File: config.mk
export PLATFORM = sky130hd
export DESIGN_NAME = ex_pipe_reg
export DESIGN_NICKNAME = d
export VERILOG_FILES = /design/src/rtl/ex_pipe_reg.sv
export SDC_FILE = /design/constraint.sdc
export NUM_CORES = 1
export LEC_CHECK = 0
export CAP_MARGIN = 20
export CORE_UTILIZATION = 45
export CTS_CLUSTER_SIZE = 28
export DETAILED_ROUTE_END_ITERATION = 8
export PLACE_DENSITY = 0.76
export SETUP_SLACK_MARGIN = 0.2
export SYNTH_ARGS = -nofsm -noshare
export SYNTH_HDL_FRONTEND = slang
export SYNTH_SLANG_ARGS = --single-unit
File: constraint.sdc
create_clock -name clk -period 43.7 [get_ports clk]
set_input_delay 8.74 -clock clk [delete_from_list [all_inputs] [get_ports clk]]
set_output_delay 8.74 -clock clk [all_outputs]
set_load 0.02 [all_outputs]
File: src/rtl/ex_pipe_reg.sv
// ex_pipe_reg: EX->MEM pipeline register with a valid/ready handshake, a
// one-entry skid buffer, exception folding, a kill window and a saturating
// count of exceptional beats delivered downstream.
module ex_pipe_reg #(
  parameter int unsigned ADDR_W   = 30,
  parameter int unsigned DATA_W   = 32,
  parameter int unsigned REG_AW   = 5,
  parameter int unsigned EXP_W    = 3,
  parameter int unsigned MEMOP_W  = 2,
  parameter int unsigned CTRLOP_W = 2,
  parameter int unsigned EXP_NONE = 0,
  parameter int unsigned EXP_INT  = 1,
  parameter int unsigned EXP_OVF  = 4,
  parameter int unsigned CNT_W    = 8
) (
  input  logic                clk,
  input  logic                rst,
  input  logic                flush,
  input  logic                int_detect,
  input  logic                in_valid,
  output logic                in_ready,
  input  logic [ADDR_W-1:0]   in_pc,
  input  logic                in_en,
  input  logic                in_br_flag,
  input  logic [EXP_W-1:0]    in_exp_code,
  input  logic [MEMOP_W-1:0]  in_mem_op,
  input  logic [DATA_W-1:0]   in_mem_wr_data,
  input  logic [CTRLOP_W-1:0] in_ctrl_op,
  input  logic [REG_AW-1:0]   in_dst_addr,
  input  logic                in_gpr_we_,
  input  logic [DATA_W-1:0]   alu_data,
  input  logic                alu_overflow,
  output logic                out_valid,
  input  logic                out_ready,
  output logic [ADDR_W-1:0]   out_pc,
  output logic                out_en,
  output logic                out_br_flag,
  output logic [EXP_W-1:0]    out_exp_code,
  output logic [MEMOP_W-1:0]  out_mem_op,
  output logic [DATA_W-1:0]   out_mem_wr_data,
  output logic [CTRLOP_W-1:0] out_ctrl_op,
  output logic [REG_AW-1:0]   out_dst_addr,
  output logic                out_gpr_we_,
  output logic [DATA_W-1:0]   out_data,
  output logic [CNT_W-1:0]    exc_cnt
);

  localparam logic [EXP_W-1:0] EXP_NONE_C = EXP_W'(EXP_NONE);
  localparam logic [EXP_W-1:0] EXP_INT_C  = EXP_W'(EXP_INT);
  localparam logic [EXP_W-1:0] EXP_OVF_C  = EXP_W'(EXP_OVF);

  typedef struct packed {
    logic [ADDR_W-1:0]   pc;
    logic                en;
    logic                br_flag;
    logic [EXP_W-1:0]    exp_code;
    logic [MEMOP_W-1:0]  mem_op;
    logic [DATA_W-1:0]   mem_wr_data;
    logic [CTRLOP_W-1:0] ctrl_op;
    logic [REG_AW-1:0]   dst_addr;
    logic                gpr_we_;
    logic [DATA_W-1:0]   data;
  } beat_t;

  localparam beat_t BEAT_RST = '{
    pc:          '0,
    en:          1'b0,
    br_flag:     1'b0,
    exp_code:    EXP_NONE_C,
    mem_op:      '0,
    mem_wr_data: '0,
    ctrl_op:     '0,
    dst_addr:    '0,
    gpr_we_:     1'b1,
    data:        '0
  };

  beat_t            main_q;
  beat_t            skid_q;
  logic             out_valid_q;
  logic             skid_valid_q;
  logic             in_ready_q;
  logic             int_pend_q;
  logic             kill_q;
  logic [CNT_W-1:0] exc_cnt_q;

  beat_t in_beat_c;
  beat_t san_beat_c;
  logic  accept_c;
  logic  xfer_c;
  logic  load_main_c;
  logic  skid_valid_d_c;

  // Handshake qualifiers; flush pre-empts both accept and transfer.
  always_comb begin
    accept_c    = in_valid & in_ready_q & ~flush;
    xfer_c      = out_valid_q & out_ready & ~flush;
    load_main_c = accept_c & (~out_valid_q | out_ready);
  end

  // Fold interrupt / overflow / kill into the offered beat, first match wins.
  always_comb begin
    in_beat_c = '{
      pc:          in_pc,
      en:          in_en,
      br_flag:     in_br_flag,
      exp_code:    in_exp_code,
      mem_op:      in_mem_op,
      mem_wr_data: in_mem_wr_data,
      ctrl_op:     in_ctrl_op,
      dst_addr:    in_dst_addr,
      gpr_we_:     in_gpr_we_,
      data:        alu_data
    };
    san_beat_c = in_beat_c;
    if (int_detect || int_pend_q || alu_overflow || kill_q) begin
      san_beat_c.mem_op      = '0;
      san_beat_c.mem_wr_data = '0;
      san_beat_c.ctrl_op     = '0;
      san_beat_c.dst_addr    = '0;
      san_beat_c.gpr_we_     = 1'b1;
      san_beat_c.data        = '0;
    end
    if (int_detect || int_pend_q) begin
      san_beat_c.exp_code = EXP_INT_C;
    end else if (alu_overflow) begin
      san_beat_c.exp_code = EXP_OVF_C;
    end else if (kill_q) begin
      san_beat_c.en       = 1'b0;
      san_beat_c.exp_code = EXP_NONE_C;
    end
  end

  // Next occupancy of the skid slot; in_ready is registered from it.
  always_comb begin
    skid_valid_d_c = skid_valid_q;
    if (flush) begin
      skid_valid_d_c = 1'b0;
    end else if (xfer_c && skid_valid_q) begin
      skid_valid_d_c = 1'b0;
    end else if (accept_c && !load_main_c) begin
      skid_valid_d_c = 1'b1;
    end
  end

  // Main register and valid flags.
  always_ff @(posedge clk) begin
    if (rst || flush) begin
      main_q       <= BEAT_RST;
      out_valid_q  <= 1'b0;
      skid_valid_q <= 1'b0;
      in_ready_q   <= 1'b1;
    end else begin
      if (xfer_c && skid_valid_q) begin
        main_q      <= skid_q;
        out_valid_q <= 1'b1;
      end else if (load_main_c) begin
        main_q      <= san_beat_c;
        out_valid_q <= 1'b1;
      end else if (xfer_c) begin
        out_valid_q <= 1'b0;
      end
      skid_valid_q <= skid_valid_d_c;
      in_ready_q   <= ~skid_valid_d_c;
    end
  end

  // Skid payload; only meaningful while skid_valid_q is set.
  always_ff @(posedge clk) begin
    if (accept_c && !load_main_c) begin
      skid_q <= san_beat_c;
    end
  end

  // Pending interrupt, kill window and exceptional-beat counter.
  always_ff @(posedge clk) begin
    if (rst) begin
      int_pend_q <= 1'b0;
      kill_q     <= 1'b0;
      exc_cnt_q  <= '0;
    end else begin
      if (accept_c) begin
        int_pend_q <= 1'b0;
      end else if (int_detect) begin
        int_pend_q <= 1'b1;
      end
      if (flush) begin
        kill_q <= 1'b0;
      end else if (accept_c && (san_beat_c.exp_code != EXP_NONE_C)) begin
        kill_q <= 1'b1;
      end
      if (xfer_c && (main_q.exp_code != EXP_NONE_C) && (exc_cnt_q != '1)) begin
        exc_cnt_q <= exc_cnt_q + CNT_W'(1);
      end
    end
  end

  assign in_ready        = in_ready_q;
  assign out_valid       = out_valid_q;
  assign out_pc          = main_q.pc;
  assign out_en          = main_q.en;
  assign out_br_flag     = main_q.br_flag;
  assign out_exp_code    = main_q.exp_code;
  assign out_mem_op      = main_q.mem_op;
  assign out_mem_wr_data = main_q.mem_wr_data;
  assign out_ctrl_op     = main_q.ctrl_op;
  assign out_dst_addr    = main_q.dst_addr;
  assign out_gpr_we_     = main_q.gpr_we_;
  assign out_data        = main_q.data;
  assign exc_cnt         = exc_cnt_q;

endmodule

==> results of run 1 <==
-- cell type report --
class | instances | area, um^2 | area share (%)
sequential | 231 | 5720 | 46.3
tap | 265 | 332 | 2.69
timing repair buffer | 242 | 2410 | 19.6
clock buffer | 40 | 722 | 5.85
clock inverter | 4 | 47.5 | 0.385
multi-input combinational | 462 | 3090 | 25.0
inverter | 4 | 15.0 | 0.122
-- layout by cell type (no fill, tap or decap), drive strengths merged, types with 2 or more instances in the layout --
| cell type | n |
|---|---|
| clkdlybuf4s50 | 234 |
| dfxtp | 122 |
| a21oi | 114 |
| o21ai | 112 |
| mux2i | 109 |
| edfxtp | 109 |
| and2 | 76 |
| clkbuf | 40 |
| buf | 8 |
| nor2 | 7 |
| nand3 | 5 |
| inv | 5 |
| nand2 | 5 |
| or3 | 4 |
| o31ai | 3 |
| nand2b | 2 |
| nand4 | 2 |
| a211o | 2 |
| nor3 | 2 |
| and3b | 2 |
| clkinv | 2 |
-- worst min-delay path: stages, from the launching register on --
cell	delay, ns
edfxtp_1	0.32
nand3_1	0.06
o31ai_1	0.07
-- sequential cells by signal, indices dropped and copies added, names as in the netlist --
register         flops
out_mem_wr_data     32
out_en               1
in_ready             1
out_br_flag          1
out_valid            1
kill_q               1
int_pend_q           1
out_ctrl_op          2
out_mem_op           2
out_exp_code         3
exc_cnt              8
out_dst_addr         5
skid_valid_q         1
out_pc              30
out_gpr_we_          1
out_data            32
skid_q             109
-- through the flow --
step	hold WS [ns]	total power [mW]	cells	area, um^2	setup WS (ns)
6_report	0.481	0.469	1248	12300	32.70
5_1_grt	0.512	0.485	1248	12300	32.51
4_1_cts	0.484	0.473	1247	12300	32.68
3_5_place_dp	0.464	0.274	1203	11500	32.16
3_3_place_gp	0.465	0.273	1203	11500	32.18
2_1_floorplan	0.439	0.254	752	9130	22.74
-- worst min-delay path by stage --
stage                     startpoint              end  slack [ns]
after floorplan           skid_q[74]  out_exp_code[0]        0.44
after global placement    skid_q[74]  out_exp_code[0]        0.47
after detailed placement  skid_q[74]  out_exp_code[0]        0.46
after CTS                 skid_q[74]  out_exp_code[0]        0.48
after global routing      skid_q[74]  out_exp_code[0]        0.51
final                     skid_q[74]  out_exp_code[0]        0.48
-- cell families after synthesis --
logic type,share of synthesized area (%)
muxes,12.0
AOI/OAI and AO/OA,13.6
DFF,62.6
buffers and inverters,3.85
and+or+nand+nor,7.68
adders and majority gates,0.137
xor gates and xnor gates,0.192
-- metal layers --
metal	share of wire [%]	global-route usage [%]	up-vias
li1	-	-	3194
met1	44	25.7	3051
met2	45	33.2	213
met3	10	7.95	31
met4	1.7	4.49	0
met5	0	0	-
-- power by group --
part / total, mW / switching [mW] / internal, mW / leakage (nW)
registers: 0.231 / 0.00186 / 0.230 / 1.92
clock network: 0.200 / 0.0813 / 0.118 / 0.374
logic: 0.0382 / 0.0182 / 0.0200 / 2.34
total: 0.469 / 0.101 / 0.368 / 4.64
==> run_results.csv, run 1 <==
group,metric,value,unit
worst_setup_path,path_class,"primary input to flip-flop",
synth,synth_flop_cell,"dfxtp_1",
placed_design,dp_hpwl,13500,um
synth,syn-num-nets,869,
cells_and_area,post-route-util,62.8,%
synth,syn_avg_cell_area,12.1,um^2
timing,hold_viol,0,
power_and_ir_drop,p_leak,4.64,nW
synth,synth_seq_cells,231,
worst_setup_path,worstPathArrival,11.35,ns
grt,grtUsageTotal,20.4,%
synth,ys_top_cells_by_area,"edfxtp_1 36%, dfxtp_1 27%, mux2i_1 12%",
timing,fin_skew,0.00875,ns
detailed_routing,vias_per_cell,5.20,
placed_design,gp_congestion,0.746,
floorplan,boundaryPins,235,
timing,grt_setup_unrepaired,"no",
synth,async_flop_share,0,%
floorplan,die_h,144,um
detailed_routing,drt_iter0_drc,333,
clock_network,cts_tree,"yes",
cells_and_area,num-fill-cells,1585,
run_status,status,"finished, final reports clean",
synth,synth_cell_types,42,
worst_setup_path,r2r-end,"out_gpr_we_",
synth,synth.yosys.seq_area_share,62.6,%
worst_setup_path,critPathMaxStageDelay,0.84,ns
worst_setup_path,start_kind,"primary input",
min_path,whs_path_depth,2,
clock_network,root_buffer,"clkbuf_16",
grt,antenna_found_initial,0,
grt,grt_max_degree,88,
synth,synth_commonest_cells,"122 x dfxtp_1, 114 x a21oi_1, 109 x edfxtp_1, 109 x mux2i_1, 76 x and2_1",
detailed_routing,avgRoutedWirePerCell,17.5,um
grt,grt.overflow.total,0,
clock_network,cts_hold_buf,0,
timing,layout_min_cycle_time,11.00,ns
synth,yosysTopAreaCell,"edfxtp_1",
clock_network,h-tree-depth,1,
synth,synth_edf_count,109,
worst_setup_path,cp_num_cells,6,
floorplan,core,19700,um^2
detailed_routing,ant_nets,0,
min_path,hold_path.class,"flip-flop to flip-flop",
power_and_ir_drop,pwr_density_cell,38.0,nW/um^2
timing,setup_viol_count_final,0,
detailed_routing,drt_first_pass_iters,4,
power_and_ir_drop,ir_drop,0.0301,mV
grt,grt_pass1_vias,6488,
timing,worstMarginPinSlew,1.09,ns
synth,synthesis.area,9130,um^2
cells_and_area,synthToLayoutAreaGrowth,35.2,%
worst_setup_path,end_kind,"flip-flop",
detailed_routing,drc,0,
detailed_routing,vias,6489,
timing,period_share,25.2,%
worst_setup_path,worstPathRequired,44.05,ns
timing,max-slew-margin-rel,27.0,%
clock_network,clk_pin_slew,0.06,ns
worst_setup_path,reg2reg_slack,41.14,ns
clock_network,numClockSinks,231,
worst_setup_path,r2r_start,"skid_valid_q",
detailed_routing,drt_wl_total,21900,um
cells_and_area,drive_above_1_share,5.09,%
worst_setup_path,cp_cell_sequence,"clkdlybuf4s50_1 -> and3b_2 -> nand2_8 -> buf_4 -> mux2i_1 -> a21oi_1",
timing,clock.fmax,0.0909,GHz
placed_design,io_buffers,234,
worst_setup_path,crit_path_end,"out_data[17]",
worst_setup_path,crit_path_top_delay_cell,"buf_4",
synth,synth_most_common_cell,"dfxtp_1",
timing,slew_violations,0,
job,drv_cap,0,
synth,synth_cells,752,
floorplan,die_area,20900,um^2
grt,grt_pass1_wl,33700,um
clock_network,worstSkewPairLatency,0.51,ns
worst_setup_path,critPathMaxFanout,87,
worst_setup_path,path_delay_family,"buffers and inverters",
worst_setup_path,critPathLaunch,"flush",
floorplan,die_w,144,um
clock_network,cts_buffer_depth,3,
floorplan,std_cell_rows,51,
clock_network,cts_made_buffers,25,
worst_setup_path,crit_buf_inv,2,
floorplan,initial_core_util,46.4,%
cells_and_area,antenna_cells,0,
worst_setup_path,ff2ff_path_depth,5,
cells_and_area,fin_nets,1083,
clock_network,post_cts_buffers,0,
synth,synth_top_area_share,35.9,%
timing,setup-tns-final,0,ns
synth,yosysWarnings,0,
clock_network,cts-resized-gates,0,
(Power assumes the default switching activity.)
==> run 2: changes to the inputs <==
- clock period: 43.7 -> 11.1 ns (I/O delays scaled with it)
==> run 2 against run 1 <==
- sequential share of layout area about the same
- global-route usage about the same
- design area barely moved
- clock power grew to 3.9 times the previous value
- critical endpoint is now skid_q[79]
- largest cell class unchanged
- critical path type unchanged
- sequential power increased to 3.9 times the previous value
- register-to-register slack got worse by 33 ns
- utilization about the same
- largest power group unchanged
==> run_results.csv, run 2 (synthesis results as in run 1) <==
group,metric,value,unit
cells_and_area,drive_above_1_share,5.41,%
worst_setup_path,path_delay_family,"buffers and inverters",
clock_network,h-tree-depth,1,
worst_setup_path,start_kind,"primary input",
cells_and_area,largest_reg_flops,109,
worst_setup_path,critPathLaunch,"in_valid",
power_and_ir_drop,pwr_density_cell,150,nW/um^2
worst_setup_path,worstPathRequired,11.23,ns
worst_setup_path,cp_cell_sequence,"clkdlybuf4s50_1 -> nand2_1 -> nor4b_4 -> buf_4 -> buf_4",
min_path,worstHoldStart,"skid_q[74]",
cells_and_area,layout_commonest_cell,"clkdlybuf4s50_1",
timing,layout_min_cycle_time,4.92,ns
power_and_ir_drop,total_power,1.85,mW
grt,grt_pass1_vias,6281,
timing,clock.fmax,0.203,GHz
placed_design,io_buffers,234,
cells_and_area,top_register,"skid_q",
clock_network,cts-resized-gates,0,
worst_setup_path,crit_buf_inv,3,
min_path,hold_path.class,"flip-flop to flip-flop",
worst_setup_path,end_kind,"flip-flop",
timing,setup-tns-final,0,ns
timing,fin_skew,0.00862,ns
grt,grt_pass1_wl,33500,um
clock_network,cts_made_buffers,24,
cells_and_area,num-fill-cells,1579,
clock_network,root_buffer,"clkbuf_16",
clock_network,clk_pin_slew,0.06,ns
detailed_routing,drt_first_pass_iters,4,
worst_setup_path,r2r_start,"in_ready",
detailed_routing,drc,0,
worst_setup_path,critPathMaxFanout,55,
timing,grt_setup_unrepaired,"no",
clock_network,numClockSinks,231,
floorplan,std_cell_rows,51,
clock_network,cts_hold_buf,0,
worst_setup_path,path_class,"primary input to flip-flop",
cells_and_area,mostFrequentLayoutCells,"234 x clkdlybuf4s50_1, 122 x dfxtp_1, 114 x a21oi_1",
cells_and_area,synthToLayoutAreaGrowth,35.1,%
grt,grt.overflow.total,0,
clock_network,worstSkewPairLatency,0.51,ns
clock_network,cts_tree,"yes",
timing,setup_viol_count_final,0,
cells_and_area,antenna_cells,0,
floorplan,core,19700,um^2
floorplan,initial_core_util,46.4,%
placed_design,dp_hpwl,13700,um
worst_setup_path,crit_path_top_delay_cell,"nor4b_4",
cells_and_area,post-route-util,62.7,%
timing,hold_ws,0.473,ns
job,drv_cap,0,
worst_setup_path,critPathMostFrequentCell,"buf_4",
detailed_routing,vias_per_cell,5.27,
timing,worstMarginPinSlew,1.10,ns
grt,grtUsageTotal,20.4,%
placed_design,gp_congestion,0.755,
floorplan,die_w,144,um
detailed_routing,drt_iter0_drc,289,
power_and_ir_drop,p_leak,4.64,nW
detailed_routing,ant_nets,0,
floorplan,die_area,20900,um^2
worst_setup_path,worstPathArrival,5.06,ns
grt,antenna_found_initial,0,
floorplan,boundaryPins,235,
floorplan,die_h,144,um
timing,slew_violations,0,
grt,grt_max_degree,100,
timing,hold_viol,0,
clock_network,post_cts_buffers,0,
power_and_ir_drop,ir_drop,0.119,mV
timing,max-slew-margin-rel,26.6,%
cells_and_area,fin_nets,1081,
detailed_routing,avgRoutedWirePerCell,17.7,um
worst_setup_path,critPathMaxStageDelay,0.72,ns
detailed_routing,drt_wl_total,22000,um
run_status,status,"finished, final reports clean",
detailed_routing,vias,6552,
timing,period_share,44.4,%
clock_network,cts_buffer_depth,3,
-- run 2: final cells by class --
class / instances / area, um^2 / area share, %
flip-flops and latches: 231 / 5720 / 46.4
multi-input cells: 462 / 3100 / 25.1
repair buffers: 241 / 2390 / 19.4
clock buffers: 36 / 727 / 5.90
well taps: 265 / 332 / 2.69
clock inverters: 5 / 50.0 / 0.406
inverters: 4 / 15.0 / 0.122
-- run 2: worst paths after layout --
| kind | to | slack [ns] | cells after the start |
|---|---|---|---|
| worst max-delay path | skid_q[79] | 6.18 | 5 |
| worst max register to register | skid_q[79] | 8.03 | 4 |
| worst min-delay path | out_exp_code[0] | 0.47 | 2 |
| worst min register to register | out_exp_code[0] | 0.47 | 2 |
-- run 2: where the power goes --
part	total, mW	internal, mW	switching [mW]	leakage (nW)
sequential	0.911	0.904	0.00753	1.92
combinational	0.152	0.0783	0.0732	2.33
clock	0.790	0.472	0.318	0.387
-- run 2: per-layer routing --
metal,vias to the layer above,global-route usage [%],part of all wire [%]
li1,3186,-,-
met1,3126,27.5,45
met2,208,31.5,43
met3,32,7.22,10
met4,0,4.65,1.3
met5,-,0,0
-- run 2: through the flow --
step | cells | setup WS [ns] | cell area [um^2]
2_1_floorplan | 752 | 2.24 | 9130
3_3_place_gp | 1203 | 5.72 | 11600
3_5_place_dp | 1203 | 5.66 | 11600
4_1_cts | 1244 | 6.20 | 12300
5_1_grt | 1244 | 6.02 | 12300
6_report | 1244 | 6.18 | 12300
-- run 2: tightest hold or removal path: cells and delay by family, from the launching register on --
family	cells	cell delay [ns]
AOI/OAI and AO/OA	1	0.06
and+or+nand+nor	1	0.06
DFF	1	0.32
==> run 3: changes to the inputs <==
- CORE_UTILIZATION: 45 -> 44
- PLACE_DENSITY: 0.76 -> 0.77
- clock period: 11.1 -> 4.2 ns (I/O delays scaled with it)
==> run 3 against run 2 <==
- via count decreased by 0.11%
- utilization is 1.2 points lower
- die area is 2.2% higher
- register-to-register slack worse by 5.9 ns
- total power grew to 2.7 times the previous value
- sequential share of layout area down 0.57 points
- sequential power rose to 2.6 times the previous value
- count of clock-buffer cells in the layout fell by 4
- clock power grew to 2.7 times the previous value
- worst hold slack gained 0.0021 ns
- highest routed layer unchanged
==> run_results.csv, run 3 (synthesis results as in run 1) <==
group,metric,value,unit
run_status,status,"finished, final reports clean",
cells_and_area,fin_nets,1088,
detailed_routing,drt_wl_total,21700,um
job,drv_cap,0,
clock_network,worstSkewPairLatency,0.50,ns
detailed_routing,drc,0,
power_and_ir_drop,ir_drop,0.246,mV
power_and_ir_drop,p_int,3.89,mW
power_and_ir_drop,seqPwrFrac,48.6,%
placed_design,gp_congestion,0.762,
worst_setup_path,critPathMaxFanout,42,
cells_and_area,top_register,"skid_q",
grt,antenna_found_initial,0,
power_and_ir_drop,p_sw_share,21.6,%
clock_network,cts-resized-gates,0,
worst_setup_path,path_class,"primary input to flip-flop",
grt,grtUsageTotal,20.1,%
power_and_ir_drop,total_power,4.96,mW
clock_network,cts_tree,"yes",
placed_design,dp_hpwl,13900,um
worst_setup_path,end_kind,"flip-flop",
floorplan,die_h,146,um
power_and_ir_drop,comb_power_share,8.2,%
power_and_ir_drop,p_leak,4.70,nW
clock_network,cts_hold_buf,0,
cells_and_area,mostFrequentLayoutCells,"234 x clkdlybuf4s50_1, 122 x dfxtp_1, 114 x a21oi_1",
detailed_routing,drt_iter0_drc,283,
power_and_ir_drop,pwr_density_cell,397,nW/um^2
grt,grt_pass1_vias,6716,
cells_and_area,num-fill-cells,1646,
clock_network,clk_pin_slew,0.06,ns
floorplan,initial_core_util,45.0,%
floorplan,die_w,146,um
timing,clock.fmax,0.392,GHz
placed_design,io_buffers,234,
detailed_routing,drt_first_pass_iters,4,
timing,hold_viol,0,
grt,grt_pass1_wl,34700,um
detailed_routing,vias_per_cell,5.20,
timing,fin_skew,0.0107,ns
clock_network,cts_made_buffers,25,
cells_and_area,drive_above_1_share,6.38,%
detailed_routing,ant_nets,0,
cells_and_area,synthToLayoutAreaGrowth,36.8,%
power_and_ir_drop,clockPowerShare,43.2,%
worst_setup_path,start_kind,"primary input",
cells_and_area,layout_commonest_cell,"clkdlybuf4s50_1",
floorplan,core,20300,um^2
detailed_routing,vias,6545,
clock_network,root_buffer,"clkbuf_16",
min_path,hold_path.class,"flip-flop to flip-flop",
floorplan,boundaryPins,235,
timing,layout_min_cycle_time,2.55,ns
floorplan,std_cell_rows,52,
timing,slew_violations,0,
worst_setup_path,worstPathRequired,4.63,ns
floorplan,die_area,21300,um^2
detailed_routing,avgRoutedWirePerCell,17.3,um
clock_network,post_cts_buffers,0,
cells_and_area,antenna_cells,0,
timing,setup_viol_count_final,0,
timing,period_share,60.8,%
grt,grt_max_degree,78,
clock_network,cts_buffer_depth,3,
grt,grt.overflow.total,0,
worst_setup_path,worstPathArrival,2.98,ns
clock_network,numClockSinks,231,
clock_network,h-tree-depth,1,
power_and_ir_drop,p_switching,1.07,mW
timing,max-slew-margin-rel,55.3,%
timing,setup-tns-final,0,ns
cells_and_area,largest_reg_flops,109,
timing,worstMarginPinSlew,0.670,ns
timing,grt_setup_unrepaired,"no",
==> run 3: cell types whose count changed in the layout (fill, tap and decap cells not counted), sizes merged <==
cell | previous run | this run
buf | 7 | 13
clkbuf | 36 | 32
bufinv | 1 | 2
clkinv | 4 | 9
clkinvlp | 0 | 1
==> run 3: power by group through the flow <==
stage,Sequential [mW],Combinational (mW),Clock (mW)
floorplan,2.49,0.155,0
global placement,2.46,0.398,0
detailed placement,2.46,0.403,0
CTS,2.41,0.407,2.19
global route,2.41,0.435,2.29
finish,2.41,0.405,2.14
==> run 3: layer usage <==
layer,wire (um),up-vias,share of wire [%],GRT usage [%]
met5,0,-,0,0
met4,399,0,1.8,5.68
met3,1710,35,7.9,5.78
met2,9950,202,46,32.9
met1,9680,3121,45,25.8
li1,-,3187,-,-
==> run 3: final timing paths <==
| check | start | end | slack, ns | depth (start not counted) |
|---|---|---|---|---|
| setup / recovery | flush | out_data[14] | 1.65 | 6 |
| hold / removal | skid_q[74] | out_exp_code[0] | 0.47 | 2 |
| hold reg to reg | skid_q[74] | out_exp_code[0] | 0.47 | 2 |
| setup reg to reg | in_ready | out_pc[22] | 2.13 | 5 |
==> run 3: critical path: stages <==
cell             delay, ns
clkdlybuf4s50_1       0.55
and4b_1               0.47
a21o_4                0.41
buf_4                 0.40
o21ai_0               0.13
a21oi_1               0.15
==> run 3: area by class of cell <==
| class | instances | area, um^2 | area share, % |
|---|---|---|---|
| timing repair buffer | 247 | 2490 | 19.9 |
| tap | 270 | 338 | 2.71 |
| sequential | 231 | 5720 | 45.8 |
| inverter | 4 | 15.0 | 0.120 |
| clock inverter | 12 | 119 | 0.952 |
| multi-input combinational | 462 | 3110 | 24.9 |
| clock buffer | 32 | 693 | 5.55 |
==> run 3: stage by stage <==
| stage | cell area (um^2) | instances | setup WS, ns | util [%] | hold WS, ns |
|---|---|---|---|---|---|
| floorplan | 9160 | 752 | -0.634 | - | 0.439 |
| global placement | 11700 | 1214 | 1.18 | 57.5 | 0.449 |
| detailed placement | 11700 | 1214 | 1.13 | 57.5 | 0.465 |
| CTS | 12500 | 1258 | 1.66 | 61.5 | 0.464 |
| global route | 12500 | 1258 | 1.55 | 61.5 | 0.480 |
| finish | 12500 | 1258 | 1.65 | 61.5 | 0.475 |
